File: src/rtl/led_mode_sequencer_pkg.sv
`default_nettype none
// ============================================================================
// Module      : led_mode_sequencer_pkg
// Description : Shared mode encoding for the LED mode sequencer and a helper
//               that advances the mode ring MANUAL -> AUTO -> BLINK -> MANUAL.
// Revision    : 1.0 - initial release
// ============================================================================
package led_mode_sequencer_pkg;

    typedef logic [1:0] mode_t;

    localparam mode_t MODE_MANUAL = 2'd0;
    localparam mode_t MODE_AUTO   = 2'd1;
    localparam mode_t MODE_BLINK  = 2'd2;

    // The unused encoding 3 also advances to MANUAL so a corrupted mode
    // register always lands back on a legal value.
    function automatic mode_t mode_advance(input mode_t m);
        case (m)
            MODE_MANUAL: mode_advance = MODE_AUTO;
            MODE_AUTO:   mode_advance = MODE_BLINK;
            default:     mode_advance = MODE_MANUAL;
        endcase
    endfunction

endpackage
`default_nettype wire

File: src/rtl/led_mode_sequencer_btn_debounce.sv
`default_nettype none
// ============================================================================
// Module      : btn_debounce
// Description : Synchronises one raw push-button, debounces it with a
//               saturating-stability counter and emits a one-cycle press
//               pulse on each accepted released->pressed transition.
// Ports       : clk   - system clock (rising edge)
//               rst   - synchronous active-high reset
//               btn   - raw asynchronous button level, high = pressed
//               press - single-cycle pulse on an accepted press
// Revision    : 1.0 - initial release
// ============================================================================
module btn_debounce #(
    parameter int DEBOUNCE_W = 16
) (
    input  logic clk,
    input  logic rst,
    input  logic btn,
    output logic press
);

    logic                  r_sync1;
    logic                  r_sync2;
    logic                  r_state;
    logic [DEBOUNCE_W-1:0] r_cnt;
    logic                  w_cnt_max;

    assign w_cnt_max = &r_cnt;

    // The pulse is taken in the same cycle the counter saturates, i.e. the
    // cycle before the stored state flips, so it can only be high once.
    assign press = ~r_state & w_cnt_max & r_sync2;

    always_ff @(posedge clk) begin
        if (rst) begin
            r_sync1 <= 1'b0;
            r_sync2 <= 1'b0;
            r_state <= 1'b0;
            r_cnt   <= '0;
        end else begin
            r_sync1 <= btn;
            r_sync2 <= r_sync1;
            if (r_sync2 == r_state) begin
                r_cnt <= '0;
            end else begin
                // Wraps back to zero on the same edge the state flips.
                r_cnt <= r_cnt + DEBOUNCE_W'(1);
                if (w_cnt_max) begin
                    r_state <= ~r_state;
                end
            end
        end
    end

endmodule
`default_nettype wire

File: src/rtl/led_mode_sequencer.sv
`default_nettype none
// ============================================================================
// Module      : led_mode_sequencer
// Description : Four-LED sequencer for three push-buttons. Debounced presses
//               drive a MANUAL / AUTO / BLINK mode ring, a step direction and
//               a one-hot LED position; a tick divider paces AUTO stepping
//               and BLINK toggling.
// Ports       : clk      - system clock (rising edge)
//               rst      - synchronous active-high reset
//               btn_next - raw button: step position (MANUAL only)
//               btn_mode - raw button: advance mode
//               btn_dir  - raw button: toggle step direction
//               led      - LED drive
//               mode     - current mode (0 MANUAL, 1 AUTO, 2 BLINK)
//               pos      - current position index
//               dir      - step direction (0 up, 1 down)
// Revision    : 1.0 - initial release
// ============================================================================
module led_mode_sequencer #(
    parameter int DEBOUNCE_W = 16,
    parameter int TICK_DIV   = 25000000,
    parameter int TICK_W     = 25
) (
    input  logic       clk,
    input  logic       rst,
    input  logic       btn_next,
    input  logic       btn_mode,
    input  logic       btn_dir,
    output logic [3:0] led,
    output logic [1:0] mode,
    output logic [1:0] pos,
    output logic       dir
);

    import led_mode_sequencer_pkg::*;

    localparam logic [TICK_W-1:0] c_tick_last = TICK_W'(TICK_DIV - 1);

    logic              w_press_next;
    logic              w_press_mode;
    logic              w_press_dir;

    mode_t             r_mode;
    logic [1:0]        r_pos;
    logic              r_dir;
    logic              r_blink_on;
    logic [TICK_W-1:0] r_tick_cnt;

    mode_t             w_mode_nxt;
    logic [1:0]        w_pos_nxt;
    logic              w_dir_nxt;
    logic              w_blink_nxt;
    logic [TICK_W-1:0] w_tick_nxt;
    logic              w_tick;
    logic [1:0]        w_pos_step;

    btn_debounce #(.DEBOUNCE_W(DEBOUNCE_W)) u_db_next (
        .clk   (clk),
        .rst   (rst),
        .btn   (btn_next),
        .press (w_press_next)
    );

    btn_debounce #(.DEBOUNCE_W(DEBOUNCE_W)) u_db_mode (
        .clk   (clk),
        .rst   (rst),
        .btn   (btn_mode),
        .press (w_press_mode)
    );

    btn_debounce #(.DEBOUNCE_W(DEBOUNCE_W)) u_db_dir (
        .clk   (clk),
        .rst   (rst),
        .btn   (btn_dir),
        .press (w_press_dir)
    );

    // Counter is held at zero in MANUAL, so tick can only fire in AUTO/BLINK.
    assign w_tick    = (r_tick_cnt == c_tick_last);
    // A same-cycle dir press takes effect on the step it coincides with.
    assign w_dir_nxt = r_dir ^ w_press_dir;
    assign w_pos_step = w_dir_nxt ? (r_pos - 2'd1) : (r_pos + 2'd1);

    always_ff @(posedge clk) begin
        if (rst) begin
            r_mode     <= MODE_MANUAL;
            r_pos      <= 2'd0;
            r_dir      <= 1'b0;
            r_blink_on <= 1'b1;
            r_tick_cnt <= '0;
        end else begin
            r_mode     <= w_mode_nxt;
            r_pos      <= w_pos_nxt;
            r_dir      <= w_dir_nxt;
            r_blink_on <= w_blink_nxt;
            r_tick_cnt <= w_tick_nxt;
        end
    end

    always_comb begin
        w_mode_nxt  = r_mode;
        w_pos_nxt   = r_pos;
        w_blink_nxt = r_blink_on;
        w_tick_nxt  = '0;

        case (r_mode)
            MODE_MANUAL: begin
                if (w_press_next) begin
                    w_pos_nxt = w_pos_step;
                end
            end
            MODE_AUTO: begin
                w_tick_nxt = w_tick ? '0 : (r_tick_cnt + TICK_W'(1));
                if (w_tick) begin
                    w_pos_nxt = w_pos_step;
                end
            end
            MODE_BLINK: begin
                w_tick_nxt = w_tick ? '0 : (r_tick_cnt + TICK_W'(1));
                if (w_tick) begin
                    w_blink_nxt = ~r_blink_on;
                end
            end
            default: begin
                w_mode_nxt  = MODE_MANUAL;
                w_blink_nxt = 1'b1;
            end
        endcase

        // A mode press overrides any step or toggle in the same cycle and
        // restarts the tick phase for the new mode.
        if (w_press_mode) begin
            w_mode_nxt  = mode_advance(r_mode);
            w_pos_nxt   = r_pos;
            w_blink_nxt = 1'b1;
            w_tick_nxt  = '0;
        end
    end

    always_comb begin
        led = 4'b0001 << r_pos;
        if (r_mode == MODE_BLINK) begin
            led = {4{r_blink_on}};
        end
    end

    assign mode = r_mode;
    assign pos  = r_pos;
    assign dir  = r_dir;

endmodule
`default_nettype wire

File: config.mk
export PLATFORM = sky130hd
export DESIGN_NAME = led_mode_sequencer
export DESIGN_NICKNAME = d
export VERILOG_FILES = /design/src/rtl/led_mode_sequencer_pkg.sv /design/src/rtl/led_mode_sequencer_btn_debounce.sv /design/src/rtl/led_mode_sequencer.sv
export SDC_FILE = /design/constraint.sdc
export NUM_CORES = 1
export LEC_CHECK = 0
export ABC_AREA = 1
export CORE_MARGIN = 8
export CORE_UTILIZATION = 55
export CTS_BUF_LIST = sky130_fd_sc_hd__clkbuf_4 sky130_fd_sc_hd__clkbuf_8 sky130_fd_sc_hd__clkbuf_16
export CTS_CLUSTER_SIZE = 20
export DETAILED_ROUTE_END_ITERATION = 10
export GPL_ROUTABILITY_DRIVEN = 0
export HOLD_SLACK_MARGIN = 0.08
export PLACE_DENSITY = 0.72
export RECOVER_POWER = 100
export SETUP_SLACK_MARGIN = 0.02
export SYNTH_ARGS = -nofsm -noshare
export SYNTH_HDL_FRONTEND = slang
export SYNTH_SLANG_ARGS = --single-unit
File: constraint.sdc
create_clock -name clk -period 1.6 [get_ports clk]
set_input_delay 0.4 -clock clk [delete_from_list [all_inputs] [get_ports clk]]
set_output_delay 0.4 -clock clk [all_outputs]
set_load 0.01 [all_outputs]
# Yosys cells after proc, flatten, opt, wreduce, memory -nomap -nowiden

Cells that the tools add are included.

Bits in registers: 88
Output and inout port bits: 9
Word-level logic and storage cells: 79
Bits of input ports: 5

Reduce and logical (&&, ||, !) cells: 18
Bitwise gates (word level): 17
Shift operators: 1
Equal/unequal tests: 10
Add/subtract/negate cells: 6
Multiplexer cells: 10

Operators by type and width:

| operator                | count |
|---|---|
| $reduce_and A17 Y1      | 3 |
| $add A16 B1 Y16 const B | 3 |
| $reduce_and A16 Y1      | 3 |
| $add A25 B1 Y25 const B | 1 |
| $eq A25 B25 Y1 const B  | 1 |
| $reduce_or A2 Y1        | 6 |
| $mux W2                 | 5 |
| $not A1 Y1              | 10 |
| $pmux W2 S2             | 2 |
| $and A1 B1 Y1           | 6 |
| $mux W4                 | 1 |
| $ne A2 B1 Y1 const B    | 2 |
| $ne A2 B2 Y1 const B    | 2 |
| $reduce_and A4 Y1       | 1 |
| $reduce_or A4 Y1        | 1 |
| $shl A1 B2 Y4 const A   | 1 |
| $eq A1 B1 Y1            | 3 |
| $reduce_or A3 Y1        | 1 |
| $add A2 B1 Y2 const B   | 1 |
| $eq A2 B1 Y1 const B    | 1 |
| $eq A2 B2 Y1 const B    | 1 |
| $logic_not A2 Y1        | 1 |
| $pmux W1 S2             | 1 |
| $reduce_and A2 Y1       | 1 |
| other kinds (4)         | 4 |

# Depth between registers and ports, before layout

Gate-level depths: netlist of run 1.

Word-level depth: 7
Gate-level depth with buffers: 11
Mapped depth without buffers: 11

# Modules after synthesis

From an unflattened synthesis of run 1, not the netlist that was laid out.

Cells, all modules: 624
Area total of the unflattened synthesis: 4448.0 µm²

By module, submodules not included:

| module             | sequential area each (µm²) | area an instance (µm²) | cells each | times used |
|---|---|---|---|---|
| btn_debounce       | 380.4                      | 902.1                  | 123        | 3 |
| led_mode_sequencer | 620.6                      | 1741.7                 | 255        | 1 |

# Worst setup path before layout of run 1

No wires, ideal clock.

Path kind: flip-flop to output port
Start: reg r_mode[0] (netlist: mode[0])
End: out led[3]
Data required time: 1.200 ns
Path buffers: 0
Stages on the path, launching flop included: 4
Slack: 0.034 ns
Arrival time: 1.166 ns
Cell sequence: dfxtp_1 > inv_1 > ha_1 > o31ai_1

Longest elaborated chain between the ends: 2

RTL lines:

| element                | line                      | RTL |
|---|---|---|
| start, declared        | led_mode_sequencer.sv:43  | `mode_t r_mode;` |
| start signal, assigned | led_mode_sequencer.sv:92  | `r_mode <= w_mode_nxt;` |
| $eq A2 B2 Y1           | led_mode_sequencer.sv:142 | `if (r_mode == MODE_BLINK) begin` |
| $mux W4                | led_mode_sequencer.sv:142 |  |
| end, declared          | led_mode_sequencer.sv:29  | `output logic [3:0] led,` |

No other way between the ends.

# Worst setup path in the final report of run 1

Start: reg r_mode[0] (netlist: mode[0])
End: out led[1]

The elaborated chain is that of the path after synthesis.

==> impl_metrics.ini, run 1 <==
[global_route]
grt_first_pass_wirelength_microns = 14710
grt_antenna_before_repair = 0
grt_max_degree = 17
grt_pass1_vias = 3621
grt_usage = 0.1730
overflow = 0

[synthesis]
syn-num-nets = 588
netlist.area_leader.share = 0.4226
syn_inst = 574
seq_area_frac_synth = 0.4226
netlist_area_sq_mm = 0.004169
synth_edf_count = 0
synth_xor_area_frac = 0.02941
synthTopCellsByArea = dfxtp_1 42%, nand2_1 9.3%, inv_1 7.8%
yosys.area.top_type = dfxtp_1
muxShareOfSynthArea = 0
synth_cell_type_count = 35
synth-simple-area-share = 0.3355
ys_warn_count = 0
ys_ff_latch = 88
synth_top_family_by_area = simple AND/OR/NAND/NOR gates
yosys-top-cells-count = 103 x nand2_1, 88 x dfxtp_1, 87 x inv_1, 87 x nor2_1, 38 x nand3_1
async_reset_ff_frac = 0
synthAdderAreaFrac = 0.02701
syn_area_per_cell_sq_um = 7.263
yosysMostFrequentCell = nand2_1
synth_compound_area_frac = 0.09694
synth_ff_type = dfxtp_1

[run_status]
outcome = complete, but fails checks
violations = setup timing

[timing]
post-route-min-period_ns = 1.702
maxSlewViolCount = 0
holdWs_ns = 0.4162
final.setup.worst_slack_ns = -0.1015
post-route-period-util = 1.063
max-slew-margin-rel = 0.6292
tightestPinTransition_ns = 0.5563
finClkSkew_ns = 0.01014
rsz0062_at_grt = true
setup_violations = 7
fin_tns_setup_ns = -0.3536
fmax_mhz = 587.7
report.final.hold_viol_count = 0

[cts]
clk_latency_ns = 0.37
clock-root-buffer = clkbuf_8
htreeDepth = 3
numCtsBuffers = 9
cts_max_path_buffers = 2
ctsHoldBuffers = 0
clk_pin_slew_ns = 0.09
cts_tree = built
cts_sinks = 88

[worst_setup_path]
arrival_ns = 1.30
cp_max_fo = 6
ff2ff_path_depth = 10
path_class = flop to primary output
worst_setup_path_end_kind = primary output
cp_data_required_time_ns = 1.20
critical_path.startpoint_type = flop

[place]
io_buffers = 13
dp_hpwl_microns = 6208

[layout]
syn_to_final_growth_pct = 28.51
fin_nets = 664
drive_above_1_share = 0.2656
n_antenna_cell = 0
fillCellCount = 581

[min_path]
hold_depth = 2
min_path_type = flop to flop

[die]
die_x_microns = 103.1
core_sq_mm = 0.007292
die_area_sq_mm = 0.01062
row_count = 31
start_util = 0.5717
ioPinCount = 14
die_h_microns = 103.1

[route]
drtIter0Drc = 80
routed_wl_microns = 8998
ant_nets = 0
route.detailed.drc = 0
drt_first_pass_iters = 4
vias_per_cell = 5.041
wl_per_cell_microns = 11.93
vias = 3801

[pwr]
leakagePower_nw = 2.035
powerDensity_mw_per_mm2 = 726.0
vdd_ir_drop_max_v = 0.0007123

[job]
maxCapViolations = 0
what timing repair did:
| item | CTS | global route |
|---|---|---|
| pin swaps | 7 | 29 |
| gates cloned | 1 | 0 |
| gates resized for setup | 41 | 87 |
| buffers inserted | 2 | 14 |
| setup endpoints to repair | 29 | 35 |
per-layer routing:
layer	up-vias	track usage	share of wire
li1	1977	-	-
met4	0	0.06452	0.012
met2	50	0.3141	0.52
met3	9	0.04186	0.030
met5	-	0	0
met1	1765	0.1896	0.44
path summary, 6_finish.rpt:
check        slack (ns)               start                 to
max reg2reg           0  u_db_next.r_cnt[1]             pos[0]
min                0.42   u_db_mode.r_sync1  u_db_mode.r_sync2
max               -0.10             mode[0]             led[1]
min reg2reg        0.42   u_db_mode.r_sync1  u_db_mode.r_sync2
per-stage QoR:
| stage | std cells | setup slack, ns | cell area [sq um] | total power, mW | util |
|---|---|---|---|---|---|
| after floorplan | 574 | 0.03368 | 4169 | 2.286 | - |
| after global placement | 721 | -0.2155 | 4698 | 2.319 | 0.6443 |
| after detailed placement | 721 | -0.2817 | 4698 | 2.321 | 0.6443 |
| after CTS | 740 | -0.1213 | 4992 | 3.937 | 0.6846 |
| after global routing | 754 | -0.1906 | 5358 | 4.015 | 0.7347 |
| final | 754 | -0.1015 | 5358 | 3.890 | 0.7347 |
registers in the layout, indices dropped and copies added (netlist names):
name / count
mode: 2
u_db_mode.r_state: 1
r_tick_cnt: 25
u_db_dir.r_cnt: 16
u_db_mode.r_cnt: 16
u_db_mode.r_sync2: 1
dir: 1
pos: 2
u_db_dir.r_sync2: 1
u_db_next.r_sync1: 1
u_db_next.r_state: 1
u_db_dir.r_sync1: 1
u_db_dir.r_state: 1
r_blink_on: 1
u_db_next.r_cnt: 16
u_db_mode.r_sync1: 1
u_db_next.r_sync2: 1
logic make-up (layout without fill, tap and decap cells):
family | count (synthesis) | count (layout)
and+or+nand+nor | 299 | 299
buffers and inverters | 94 | 175
DFF | 88 | 88
AOI/OAI and AO/OA | 70 | 70
xor gates and xnor gates | 14 | 14
adders and majority gates | 9 | 9
critical path, cell delays in order, from the launching register on:
cell	delay, ns
dfxtp_2	0.34
inv_2	0.05
ha_4	0.18
o31ai_2	0.19
buf_2	0.17
final cells by class:
class	count	area (sq um)	share of cell area
repair inverters	1	16.27	0.003036
flip-flops and latches	88	1782	0.3326
multi-input cells	392	2337	0.4362
clock buffers	10	137.6	0.02569
clock inverters	6	76.32	0.01425
well taps	99	123.9	0.02312
repair buffers	67	530.5	0.09902
inverters	91	354.1	0.06609
layout by cell type, fill, tap and decap left out, drive strengths merged:
master	count
o21a	3
o31ai	4
a21oi	35
o21bai	1
xnor2	3
a211oi	1
nand2	112
nor3	20
dfxtp	88
nor2	104
nor3b	8
or2	4
xor2	11
and2	1
o21ai	22
clkinv	6
dlygate4sd2	2
inv	91
dlygate4sd3	1
clkbuf	16
ha	9
buf	53
a31oi	3
dlymetal6s2s	1
nand3b	1
o211a	1
clkdlybuf4s50	3
bufinv	1
nand3	41
nand4	8
clkdlybuf4s15	1
where the power goes:
group | total (mW) | switching, mW | leakage, nW | internal (mW)
registers | 2.20 | 0.00555 | 0.717 | 2.19
clock network | 1.63 | 0.838 | 0.109 | 0.788
logic | 0.0634 | 0.0359 | 1.21 | 0.0275
total | 3.89 | 0.880 | 2.03 | 3.01
(Power assumes the default switching activity.)
==> run 2, diff against run 1 <==
SLEW_MARGIN = 30   (was unset)
==> results of run 2 <==
Final layout, timing and power as in run 1 (identical DEF).
